## config.mk

```make
export PLATFORM = sky130hd
export DESIGN_NAME = stopwatch_ctrl
export DESIGN_NICKNAME = d
export VERILOG_FILES = /design/src/rtl/stopwatch_pkg.sv /design/src/rtl/bcd2_counter.sv /design/src/rtl/stopwatch_ctrl.sv
export SDC_FILE = /design/constraint.sdc
export NUM_CORES = 1
export LEC_CHECK = 0
export BUFFER_PORTS_ARGS = -buffer_cell sky130_fd_sc_hd__buf_4
export CELL_PAD_IN_SITES_DETAIL_PLACEMENT = 1
export CELL_PAD_IN_SITES_GLOBAL_PLACEMENT = 1
export CORE_MARGIN = 3
export CORE_UTILIZATION = 38
export CTS_CLUSTER_DIAMETER = 200
export DETAILED_ROUTE_END_ITERATION = 7
export PLACE_DENSITY = 0.66
export SLEW_MARGIN = 20
export SYNTH_ARGS = -nofsm -noshare
export SYNTH_HDL_FRONTEND = slang
export SYNTH_HIERARCHICAL = 1
export SYNTH_SLANG_ARGS = --single-unit
```

## constraint.sdc

```tcl
create_clock -name CP -period 5.42 [get_ports CP]
set_clock_uncertainty 0.1 [all_clocks]
set_input_delay 0.813 -clock CP [delete_from_list [all_inputs] [get_ports CP]]
set_output_delay 0.813 -clock CP [all_outputs]
set_load 0.02 [all_outputs]
```

## src/rtl/stopwatch_pkg.sv

```systemverilog
// Shared state encoding, BCD digit limits and the two-digit BCD increment
// used by the stopwatch control block and its counter slices.
package stopwatch_pkg;

  typedef enum logic [1:0] {
    IDLE  = 2'd0,
    RUN   = 2'd1,
    PAUSE = 2'd2,
    LAP   = 2'd3
  } swState_t;

  localparam logic [7:0] CS_MAX  = 8'h99;
  localparam logic [7:0] SEC_MAX = 8'h59;
  localparam logic [7:0] MIN_MAX = 8'h99;

  // Any units digit of 9 or above rolls to 0, so A-F can never appear there.
  function automatic logic [7:0] bcdInc(input logic [7:0] v);
    logic [7:0] r;
    if (v[3:0] >= 4'd9) r = {v[7:4] + 4'd1, 4'd0};
    else                r = {v[7:4], v[3:0] + 4'd1};
    return r;
  endfunction

endpackage

```

## src/rtl/bcd2_counter.sv

```systemverilog
// Two-digit BCD counter slice: wraps to 00 after MAX and flags carry in the
// enabled cycle that holds MAX, so slices chain into a ripple-carry counter.
module bcd2_counter
  import stopwatch_pkg::*;
#(
  parameter logic [7:0] MAX = 8'h99
) (
  input  logic       CP,
  input  logic       nCR,
  input  logic       clr,
  input  logic       en,
  output logic [7:0] q,
  output logic       carry
);

  assign carry = en && (q == MAX);

  always_ff @(posedge CP or negedge nCR) begin
    if (!nCR)       q <= '0;
    else if (clr)   q <= '0;
    else if (carry) q <= '0;
    else if (en)    q <= bcdInc(q);
  end

endmodule

```

## src/rtl/stopwatch_ctrl.sv

```systemverilog
// Stopwatch control: key synchronizers and edge detect, IDLE/RUN/PAUSE/LAP FSM,
// 10 ms prescaler, BCD mm:ss.cc counter and lap display. Define
// STOPWATCH_DEBOUNCE_EN to insert a per-key debounce filter before edge detect.
module stopwatch_ctrl
  import stopwatch_pkg::*;
#(
  parameter int TICK_DIV        = 500000,
  parameter int DEBOUNCE_CYCLES = 1000000
) (
  input  logic       CP,
  input  logic       nCR,
  input  logic       key_ss,
  input  logic       key_lr,
  output logic [7:0] disp_min,
  output logic [7:0] disp_sec,
  output logic [7:0] disp_cs,
  output logic       running,
  output logic       lap_active,
  output logic       overflow
);

  localparam int            PW        = (TICK_DIV > 1) ? $clog2(TICK_DIV) : 1;
  localparam logic [PW-1:0] PRESC_TOP = PW'(TICK_DIV - 1);

  // bit 0 = start/stop, bit 1 = lap/reset
  logic [1:0] keyMeta;
  logic [1:0] keySync;
  logic [1:0] keyLvl;
  logic [1:0] keyPrev;
  logic [1:0] keyPulse;
  logic       ssP;
  logic       lrP;

  always_ff @(posedge CP or negedge nCR) begin
    if (!nCR) begin
      keyMeta <= '0;
      keySync <= '0;
      keyPrev <= '0;
    end else begin
      keyMeta <= {key_lr, key_ss};
      keySync <= keyMeta;
      keyPrev <= keyLvl;
    end
  end

`ifdef STOPWATCH_DEBOUNCE_EN
  localparam int            DW     = $clog2(DEBOUNCE_CYCLES + 1);
  localparam logic [DW-1:0] DB_TOP = DW'(DEBOUNCE_CYCLES - 1);

  for (genvar k = 0; k < 2; k++) begin : gDebounce
    logic [DW-1:0] dbCnt;
    logic          dbLvl;

    // The filtered level only follows the synchronizer after it has held a
    // new value for DEBOUNCE_CYCLES consecutive cycles.
    always_ff @(posedge CP or negedge nCR) begin
      if (!nCR) begin
        dbCnt <= '0;
        dbLvl <= 1'b0;
      end else if (keySync[k] == dbLvl) begin
        dbCnt <= '0;
      end else if (dbCnt == DB_TOP) begin
        dbCnt <= '0;
        dbLvl <= keySync[k];
      end else begin
        dbCnt <= dbCnt + DW'(1);
      end
    end

    assign keyLvl[k] = dbLvl;
  end
`else
  logic unusedDebounceCycles;
  assign unusedDebounceCycles = (DEBOUNCE_CYCLES > 0);
  assign keyLvl = keySync;
`endif

  assign keyPulse = keyLvl & ~keyPrev;
  assign ssP      = keyPulse[0];
  assign lrP      = keyPulse[1];

  swState_t      state;
  logic [PW-1:0] presc;
  logic [7:0]    minQ;
  logic [7:0]    secQ;
  logic [7:0]    csQ;
  logic [7:0]    snapMin;
  logic [7:0]    snapSec;
  logic [7:0]    snapCs;
  logic          counting;
  logic          tick;
  logic          atMax;
  logic          tickOvf;
  logic          cntEn;
  logic          cntClr;
  logic          takeLap;
  logic          csCarry;
  logic          secCarry;
  logic          unusedMinCarry;

  assign counting = (state == RUN) || (state == LAP);
  assign tick     = counting && (presc == PRESC_TOP);
  assign atMax    = (minQ == MIN_MAX) && (secQ == SEC_MAX) && (csQ == CS_MAX);
  // A tick at full scale saturates instead of wrapping back to 00:00.00.
  assign tickOvf  = tick && atMax;
  assign cntEn    = tick && !atMax;
  // ss_p has priority, so a coincident lr_p never clears or snapshots.
  assign cntClr   = lrP && !ssP && ((state == IDLE) || (state == PAUSE));
  assign takeLap  = lrP && !ssP && !tickOvf && (state == RUN);

  always_ff @(posedge CP or negedge nCR) begin
    if (!nCR)          presc <= '0;
    else if (cntClr)   presc <= '0;
    else if (tick)     presc <= '0;
    else if (counting) presc <= presc + PW'(1);
  end

  bcd2_counter #(.MAX(CS_MAX)) uCs (
    .CP   (CP),
    .nCR  (nCR),
    .clr  (cntClr),
    .en   (cntEn),
    .q    (csQ),
    .carry(csCarry)
  );

  bcd2_counter #(.MAX(SEC_MAX)) uSec (
    .CP   (CP),
    .nCR  (nCR),
    .clr  (cntClr),
    .en   (csCarry),
    .q    (secQ),
    .carry(secCarry)
  );

  bcd2_counter #(.MAX(MIN_MAX)) uMin (
    .CP   (CP),
    .nCR  (nCR),
    .clr  (cntClr),
    .en   (secCarry),
    .q    (minQ),
    .carry(unusedMinCarry)
  );

  // Snapshot holds the value the counter showed in the cycle lr_p was seen.
  always_ff @(posedge CP or negedge nCR) begin
    if (!nCR) begin
      snapMin <= '0;
      snapSec <= '0;
      snapCs  <= '0;
    end else if (takeLap) begin
      snapMin <= minQ;
      snapSec <= secQ;
      snapCs  <= csQ;
    end
  end

  always_ff @(posedge CP or negedge nCR) begin
    if (!nCR) begin
      state      <= IDLE;
      running    <= 1'b0;
      lap_active <= 1'b0;
      overflow   <= 1'b0;
    end else if (tickOvf) begin
      state      <= PAUSE;
      running    <= 1'b0;
      lap_active <= 1'b0;
      overflow   <= 1'b1;
    end else begin
      case (state)
        IDLE: begin
          if (ssP) begin
            state   <= RUN;
            running <= 1'b1;
          end
        end
        RUN: begin
          if (ssP) begin
            state   <= PAUSE;
            running <= 1'b0;
          end else if (lrP) begin
            state      <= LAP;
            lap_active <= 1'b1;
          end
        end
        LAP: begin
          if (ssP) begin
            state      <= PAUSE;
            running    <= 1'b0;
            lap_active <= 1'b0;
          end else if (lrP) begin
            state      <= RUN;
            lap_active <= 1'b0;
          end
        end
        PAUSE: begin
          if (ssP) begin
            state   <= RUN;
            running <= 1'b1;
          end else if (lrP) begin
            state    <= IDLE;
            overflow <= 1'b0;
          end
        end
        default: begin
          state      <= IDLE;
          running    <= 1'b0;
          lap_active <= 1'b0;
        end
      endcase
    end
  end

  // Display selects between two register banks, so it moves on the same edge
  // as the counter with no extra pipeline stage.
  assign disp_min = lap_active ? snapMin : minQ;
  assign disp_sec = lap_active ? snapSec : secQ;
  assign disp_cs  = lap_active ? snapCs  : csQ;

endmodule

```

==> results of run 1 <==
==> worst max-delay path: stages, from the launching register on <==
cell and delay (ns):
dfrtp_1 0.43, or4b_1 0.55, nor4_2 0.32, nand2_1 0.17
a21oi_1 0.65, nand2_1 0.28, nor3b_4 0.60, nand2_4 0.15
nor4b_4 0.64, or3b_1 0.41, o32a_1 0.29, o31ai_1 0.07
==> cell usage in the layout (no fill, tap or decap), types with 10 or more instances in the layout <==
| master | n |
|---|---|
| a21oi_1 | 22 |
| buf_4 | 34 |
| dfrtp_1 | 78 |
| ha_1 | 16 |
| inv_1 | 18 |
| mux2_2 | 28 |
| mux2_4 | 20 |
| nand2_1 | 37 |
| nand2b_1 | 16 |
| nand3_1 | 18 |
| nand4_1 | 12 |
| nor2_1 | 18 |
| nor2b_1 | 10 |
| o21ai_0 | 15 |
==> per-layer routing <==
metal	wire length, um	global-route usage
met3	321	0.0231
met2	5800	0.314
met1	5600	0.254
met4	193	0.0627
met5	0	0
==> metrics by stage <==
step	util	setup slack, ns
after floorplan	-	2.00
after global placement	0.425	0.892
after detailed placement	0.425	0.699
after CTS	0.457	0.613
after global routing	0.457	0.254
final	0.457	0.655
==> Yosys cell counts, drive strengths merged, types with 3 or more instances <==
cell and number:
nor3b 5, o211ai 6, nor4b 3, nand3 18
or3b 4, nand2b 16, nor2b 10, or4 4
nand2 38, mux2i 3, a21oi 22, ha 16
nand4 12, o22ai 5, dfrtp 78, a31oi 5
clkbuf 16, nor3 5, buf 9, mux2 48
xnor2 4, a21o 3, nand3b 5, nor2 19
inv 18, or2 3, nor4 5, o21ai 15
o31ai 6, nor4bb 7
==> final timing paths <==
kind	from	to	slack [ns]	depth (start not counted)
max	presc[12]	uMin/q[7]	0.65	11
min	keyMeta[0]	keyLvl[0]	0.25	0
max reg2reg	presc[12]	uMin/q[7]	0.65	11
min reg2reg	keyMeta[0]	keyLvl[0]	0.25	0
max in group asynchronous	nCR	uSec/q[1]	4.31	1
min in group asynchronous	nCR	snapCs[1]	0.41	1
==> kinds of logic (layout without fill, tap and decap cells) <==
family / Yosys count / count (layout) / share of synthesized area
compound gates: 82 / 82 / 0.123
xor+xnor: 5 / 5 / 0.00934
fa+ha+maj: 16 / 16 / 0.0427
buf+inv: 43 / 69 / 0.0493
flops: 78 / 78 / 0.416
mux: 51 / 51 / 0.138
simple gates: 166 / 166 / 0.222
==> cell type report <==
cell class,count,area (um2)
clock buffers,10,239
clock inverters,6,133
fillers,1293,6390
inverters,18,67.6
multi-input cells,320,2510
flip-flops and latches,78,1950
well taps,164,205
repair buffers,35,267
==> state kept, by name, summed over array words and instances, names as in the netlist <==
register / count
running: 1
keyPrev: 2
keyMeta: 2
snapMin: 8
lap_active: 1
overflow: 1
uSec/q: 8
snapSec: 8
uMin/q: 8
state: 2
keyLvl: 2
uCs/q: 8
presc: 19
snapCs: 8
==> power breakdown <==
part,total (mW),switching (mW),internal [mW]
registers,0.658,0.0433,0.615
clock network,0.760,0.251,0.509
logic,0.297,0.195,0.102
total,1.71,0.489,1.23
==> metrics.md, run 1 <==
| Metric | Value |
|---|---|
| Status | completed |
| Post CTS Setup Buffer Count | 0 |
| Final setup vio count | 0 |
| Final ANT Viol Nets | 0 |
| Starting Density | 0.399 |
| Largest net degree at the start of global routing | 79 |
| Post-Route WL | 11900 um |
| MaxCap Viol Count | 0 |
| Layout Nets | 482 |
| # diodes | 0 |
| Number of flops mapped to enable cells by yosys | 0 |
| Skew-Pair Late Insertion Delay | 0.34 ns |
| H-Tree Depth | 3 |
| Setup tns final | 0 ns |
| Vias | around 3500 |
| FFs w/ async S/R, synth | 1.00 |
| DRC | 0 |
| FF+latch count, synth | 78 |
| Syn_nets | roughly 460 |
| Die height | between 100 and 150 um |
| Vias per cell | 5.54 |
| Initial drt markers | 71 |
| Clk slew on worst S/H paths | about 0.070 ns |
| Synth area leaders | dfrtp_1 (42%), mux2_2 (6.7%), mux2_4 (6.4%) |
| Setup CP Type | flip-flop to flip-flop |
| CTS resizes | 0 |
| DR pass1 iterations | 4 |
| Root Buffer | clkbuf_16 |
| Power density over the cells | 319 nW/um2 |
| # rows | 39 |
| Critical Path Sink Type | flip-flop |
| WL/cell | 18.9 um |
| Relative slew slack | 0.364 |
| CTS Hold Bufs | 0 |
| Post-synth top area share | 0.416 |
| WP data required | 5.55 ns |
| P_leak | 2.43 nW |
| Peak VDD IR | 0.158 mV |
| Final period util | 0.879 |
| Tot Pwr | 1.71 mW |
| Num Clock Sinks | 78 |
| Achievable Freq | 210 MHz |
| CP arrival | between 4 and 5 ns |
| Crit start category | flip-flop |
| Final Hold Slack | 0.249 ns |
| Synthesized area per cell | 10.6 um2 |
| Final slew viol count | 0 |
| Layout cells sized above 1 | 0.257 |
| Placed insts | 615 |
| CP max FO | 14 |
| Grt ovf | 0 |
| Sequential area share after synthesis | 0.416 |
| Main flop type after synthesis | dfrtp_1 |
| Mapped Area | 4690 um2 |
| Final Cell Area | 5370 um2 |
| Core Footprint | 11800 um2 |
| Mapped Cells | 441 |
| IO Port Bufs | 30 |
| RD Place Congestion | between 0.7 and 0.8 |
| Synthesis Warnings | 6 |
| Tmin final | 4.77 ns |
| Synth unique cells | 64 |
| Area grow syn2layout | 14.5% |
| RSZ-0062 raised after global routing | no |
| Post-synth top area cell | dfrtp_1 |
| Tot GR Track Use | 0.188 |
| TritonCTS clock tree | built |
| CTS Buf Count | 9 |
| Layout Cells excl Fill | ~630 |
| Clock Path Buffers | 2 |
| Area after DPL | 5000 um2 |
| Initial antenna violation count | 0 |
| Die Wd | 117 um |
| Dpl hpwl | roughly 7900 um |
| Die area | 13700 um2 |
| Worst-margin pin slew | 0.954 ns |
| Hold Violations, Final | 0 |
| Vias in the first global route | 3777 |
| Num ports | 31 |
| First-pass GRT wire length | between 20000 and 25000 um |
| Hold Path Class | flip-flop to flip-flop |
Note: power is estimated with default switching activity, not from simulation.
==> run 2: changes to the inputs <==
Settings changed: CORE_UTILIZATION 38 to 34, PLACE_DENSITY 0.66 to 0.6.
==> run 2 against run 1 <==
Effect of this change:
- cell area fell by 1.2%
- cell count is 2.1% higher
- critical path depth up 1
- sequential share of layout area is 0.45 points higher
- sequential power about the same
- routed wire length shrank 2.3%
- combinational power is 2% lower
- global-route usage is 2.1 points lower
- clock power shrank 22%
- largest cell class unchanged
- die area up 11%
- first-iteration DRC count is 130% higher
==> metrics.md, run 2 (synthesized netlist as in run 1, its figures left out) <==
| Metric | Value |
|---|---|
| Status | completed |
| Clock Path Buffers | 2 |
| Hold Path Class | flip-flop to flip-flop |
| Metal2 WL | 5640 um |
| IO Port Bufs | 30 |
| Post CTS Setup Buffer Count | 0 |
| DRC | 0 |
| Layout cells sized above 1 | 0.254 |
| Top layer in use | met4 |
| Tot Pwr | 1.54 mW |
| Vias in the first global route | 3763 |
| H-Tree Depth | 3 |
| Internal | between 1 and 1.5 mW |
| DR WL met3 | 266 um |
| Post-Place Setup Slack | 1.15 ns |
| Num ports | 31 |
| Setup tns final | 0 ns |
| CP max FO | 14 |
| WP data required | 5.57 ns |
| Post-layout worst setup margin | 1.16 ns |
| CTS resizes | 0 |
| Filler cell count in the final layout | approximately 1500 |
| Vias per cell | roughly 5.4 |
| Hold Violations, Final | 0 |
| CTS Buf Count | 9 |
| Power density over the cells | a little under 300 nW/um2 |
| Sw Share | 0.306 |
| # diodes | 0 |
| Vias | around 3500 |
| Relative slew slack | 0.405 |
| Final ANT Viol Nets | 0 |
| Layout Nets | 483 |
| Starting Density | 0.351 |
| Crit start category | flip-flop |
| Die Wd | 123 um |
| Max reg flops | 19 |
| Area grow syn2layout | 13.1% |
| Final setup vio count | 0 |
| Tot GR Track Use | 0.167 |
| Most frequent cells in the layout | dfrtp_1 (78), nand2_1 (37), buf_4 (35) |
| CTS Hold Bufs | 0 |
| Peak VDD IR | 0.119 mV |
| RD Place Congestion | 0.811 |
| Commonest non-fill, non-tap cell in the layout | dfrtp_1 |
| Critical Path Sink Type | flip-flop |
| Worst-margin pin slew | 0.892 ns |
| CP arrival | 4.41 ns |
| Post-layout util | 0.398 |
| Tmin final | 4.26 ns |
| Flop pwr share | 0.427 |
| First-pass GRT wire length | approximately 20000 um |
| Grt ovf | 0 |
| Initial antenna violation count | 0 |
| Setup CP Type | flip-flop to flip-flop |
| Clk pwr share | 0.384 |
| P_leak | about 2.4 nW |
| Skew-Pair Late Insertion Delay | 0.34 ns |
| Num Clock Sinks | ~80 |
| DR pass1 iterations | 4 |
| Final Hold Slack | about 0.26 ns |
| Post-Route WL | approximately 12000 um |
| Core Footprint | 13300 um2 |
| Final period util | 0.786 |
| P_sw | between 400 and 500 uW |
| Most flop-heavy register | presc |
| # rows | 42 |
| Combinational power share | 0.189 |
| Achievable Freq | 235 MHz |
| MaxCap Viol Count | 0 |
| RSZ-0062 raised after global routing | no |
| Die area | 15200 um2 |
| Dpl hpwl | slightly below 8000 um |
| Clk slew on worst S/H paths | 0.06 ns |
| Root Buffer | clkbuf_16 |
| M1 WL | 5520 um |
| Initial drt markers | 160 |
| TritonCTS clock tree | built |
| Largest net degree at the start of global routing | 79 |
| Hold depth | 0 |
| WL/cell | 18.1 um |
| R2R cell count | 12 |
| Die height | 123 um |
| Final slew viol count | 0 |
-- run 2: metal layers --
layer	vias up	track usage
li1	1653	-
met1	1799	0.222
met2	37	0.273
met3	14	0.0270
met4	0	0.0671
met5	-	0
-- run 2: area by class of cell --
type | count | area (um2) | share of cell area
clock buffer | 11 | 233 | 0.0439
timing repair buffer | 36 | 274 | 0.0516
multi-input combinational | 320 | 2510 | 0.473
tap | 176 | 220 | 0.0415
clock inverter | 5 | 50.0 | 0.00943
inverter | 18 | 67.6 | 0.0127
sequential | 78 | 1950 | 0.368
-- run 2: per-stage QoR --
| stage | cell area [um2] | instances |
|---|---|---|
| floorplan | 4690 | 441 |
| global placement | 5020 | 628 |
| detailed placement | 5020 | 628 |
| CTS | 5300 | 644 |
| global route | 5310 | 644 |
| finish | 5310 | 644 |
-- run 2: final timing paths --
path / startpoint / to / slack (ns)
setup / recovery: presc[7] / uMin/q[4] / 1.16
hold / removal: keyMeta[0] / keyLvl[0] / 0.26
setup reg to reg: presc[7] / uMin/q[4] / 1.16
hold reg to reg: keyMeta[0] / keyLvl[0] / 0.26
max in group asynchronous: nCR / uMin/q[0] / 4.32
min in group asynchronous: nCR / snapCs[2] / 0.41
-- run 2: power groups by stage --
stage	clock (mW)	sequential (mW)	combinational (mW)
finish	0.593	0.660	0.292
global route	0.639	0.664	0.327
CTS	0.615	0.659	0.299
detailed placement	0	0.670	0.297
global placement	0	0.665	0.291
floorplan	0	0.656	0.222
-- run 2: critical path, stage by stage (launching register included) --
cell and delay [ns]:
dfrtp_1 0.47, or4b_1 0.51, nor4_2 0.33, nand2_1 0.18, a21oi_1 0.15, buf_4 0.19, nand2_1 0.14, nor3b_4 0.54
nand2_4 0.15, nor4b_4 0.64, nand2_1 0.26, a211o_1 0.29, o31ai_1 0.21
==> run 3: changes to the inputs <==
Clock period 5.42 ns to 4.2 ns, I/O delays scaled along.
==> run 3 against run 2 <==
Effect of this change:
- global-route usage barely moved
- critical path type unchanged
- cell count rose by 0.78%
- sequential power rose by 32%
- sequential share of layout area fell by 0.22 points
==> metrics.md, run 3 (synthesized netlist as in run 1, its figures left out) <==
| Metric | Value |
|---|---|
| Layout Cells excl Fill | 649 |
| WP data required | 4.34 ns |
| Layout cells sized above 1 | 0.260 |
| Initial antenna violation count | 0 |
| Tot Pwr | between 1.5 and 2 mW |
| # rows | 42 |
| Num ports | 31 |
| Placed insts | between 600 and 700 |
| Setup tns final | 0 ns |
| Initial drt markers | 149 |
| Hold Violations, Final | 0 |
| MaxCap Viol Count | 0 |
| Worst-margin pin slew | just over 0.9 ns |
| Dpl hpwl | 7930 um |
| Final ANT Viol Nets | 0 |
| Area after DPL | 5060 um2 |
| Most frequent cells in the layout | dfrtp_1 (78), buf_4 (41), nand2_1 (37) |
| Critical Path Sink Type | flip-flop |
| Reg-to-Reg Start | presc[7] |
| Vias in the first global route | 3774 |
| Top cell by count, worst path | nand2_1 |
| DR pass1 iterations | 4 |
| Relative slew slack | 0.384 |
| Starting Density | 0.351 |
| IO Port Bufs | 30 |
| Clock Path Buffers | 2 |
| Layout Nets | 489 |
| Final Cell Area | 5340 um2 |
| Root Buffer | clkbuf_16 |
| R2R cell count | 12 |
| TritonCTS clock tree | built |
| Hold Path Class | input pin to asynchronous set/reset pin |
| Die area | 15200 um2 |
| CP max FO | 10 |
| CTS resizes | 0 |
| Vias | 3543 |
| Final period util | 0.864 |
| Max reg flops | 19 |
| DRC | 0 |
| Tmin final | 3.63 ns |
| WL/cell | 17.8 um |
| Critical path origin | presc[7] |
| Largest net degree at the start of global routing | a little under 80 |
| P_leak | 2.42 nW |
| Achievable Freq | 275 MHz |
| Post CTS Setup Buffer Count | 0 |
| # diodes | 0 |
| Clk slew on worst S/H paths | ~0.060 ns |
| RD Place Congestion | 0.821 |
| Slowest CP cell | or4b_1 |
| Crit start category | flip-flop |
| Area grow syn2layout | 13.8% |
| Core Footprint | 13300 um2 |
| Grt ovf | 0 |
| Vias per cell | 5.46 |
| CTS Buf Count | 9 |
| Final setup vio count | 0 |
| Power density over the cells | 368 nW/um2 |
| Post-Route WL | 11600 um |
| Die Wd | 123 um |
| Num Clock Sinks | roughly 80 |
| Most flop-heavy register | presc |
| Die height | 123 um |
| Setup CP Type | flip-flop to flip-flop |
| Skew-Pair Late Insertion Delay | 0.34 ns |
| Peak VDD IR | 0.146 mV |
| RSZ-0062 raised after global routing | no |
| First-pass GRT wire length | 19900 um |
| Status | completed |
| Tot GR Track Use | 0.167 |
| Slowest stage delay, CP | ~0.51 ns |
| CP arrival | 3.77 ns |
| Critical path, cell by cell | or4b_1, nor4_2, nand2_1, a21oi_1, nand2_1, nor3b_4, nand2_4, nor4b_4, buf_4, nand2_1, a211o_1, o31ai_1 |
| H-Tree Depth | 3 |
| Final slew viol count | 0 |
| CTS Hold Bufs | 0 |
| Commonest non-fill, non-tap cell in the layout | dfrtp_1 |
[run 3: cell types whose count changed in the layout (fill, tap and decap cells not counted), sizes merged]
cell / previous run / this run
buf: 36 / 42
clkinv: 4 / 1
clkbuf: 11 / 14
bufinv: 1 / 0
[run 3: cell type report]
type	instances	area (um2)
fillers	1524	8010
multi-input cells	320	2510
flip-flops and latches	78	1950
repair buffers	42	319
clock buffers	14	264
well taps	176	220
inverters	18	67.6
clock inverters	1	5.00
[run 3: layer usage]
metal / part of all wire / vias to the layer above / global-route usage / wire length [um]
met1: 0.49 / 1797 / 0.237 / 5640
met4: 0.020 / 0 / 0.0713 / 230
li1: - / 1682 / - / -
met2: 0.46 / 49 / 0.253 / 5340
met5: 0 / - / 0 / 0
met3: 0.031 / 15 / 0.0256 / 353
[run 3: power breakdown]
group / switching [mW] / total (mW) / internal [mW] / leakage, nW
logic: 0.226 / 0.365 / 0.139 / 1.22
registers: 0.0753 / 0.869 / 0.794 / 1.06
clock network: 0.301 / 0.730 / 0.429 / 0.133
total: 0.602 / 1.96 / 1.36 / 2.42
[run 3: final timing paths]
check	end	slack, ns
max	uMin/q[4]	0.57
min	snapCs[3]	0.22
max reg2reg	uMin/q[4]	0.57
min reg2reg	keyLvl[0]	0.25
max in group asynchronous	lap_active	3.27
min in group CP	keyLvl[0]	0.25
[run 3: worst max-delay path: cells and delay by family (launching register included)]
kind	cells	cell delay, ns
AND/OR/NAND/NOR	8	2.04
buffers and inverters	1	0.23
flip-flops	1	0.47
AO/OA/AOI/OAI	3	0.69
[run 3: stage by stage]
step | util | hold WS, ns | setup WS (ns)
final | 0.400 | 0.220 | 0.570
after global routing | 0.400 | 0.259 | 0.214
after CTS | 0.400 | 0.249 | 0.523
after detailed placement | 0.379 | 0.236 | 0.566
after global placement | 0.379 | 0.234 | 0.684
after floorplan | - | 0.231 | 0.782
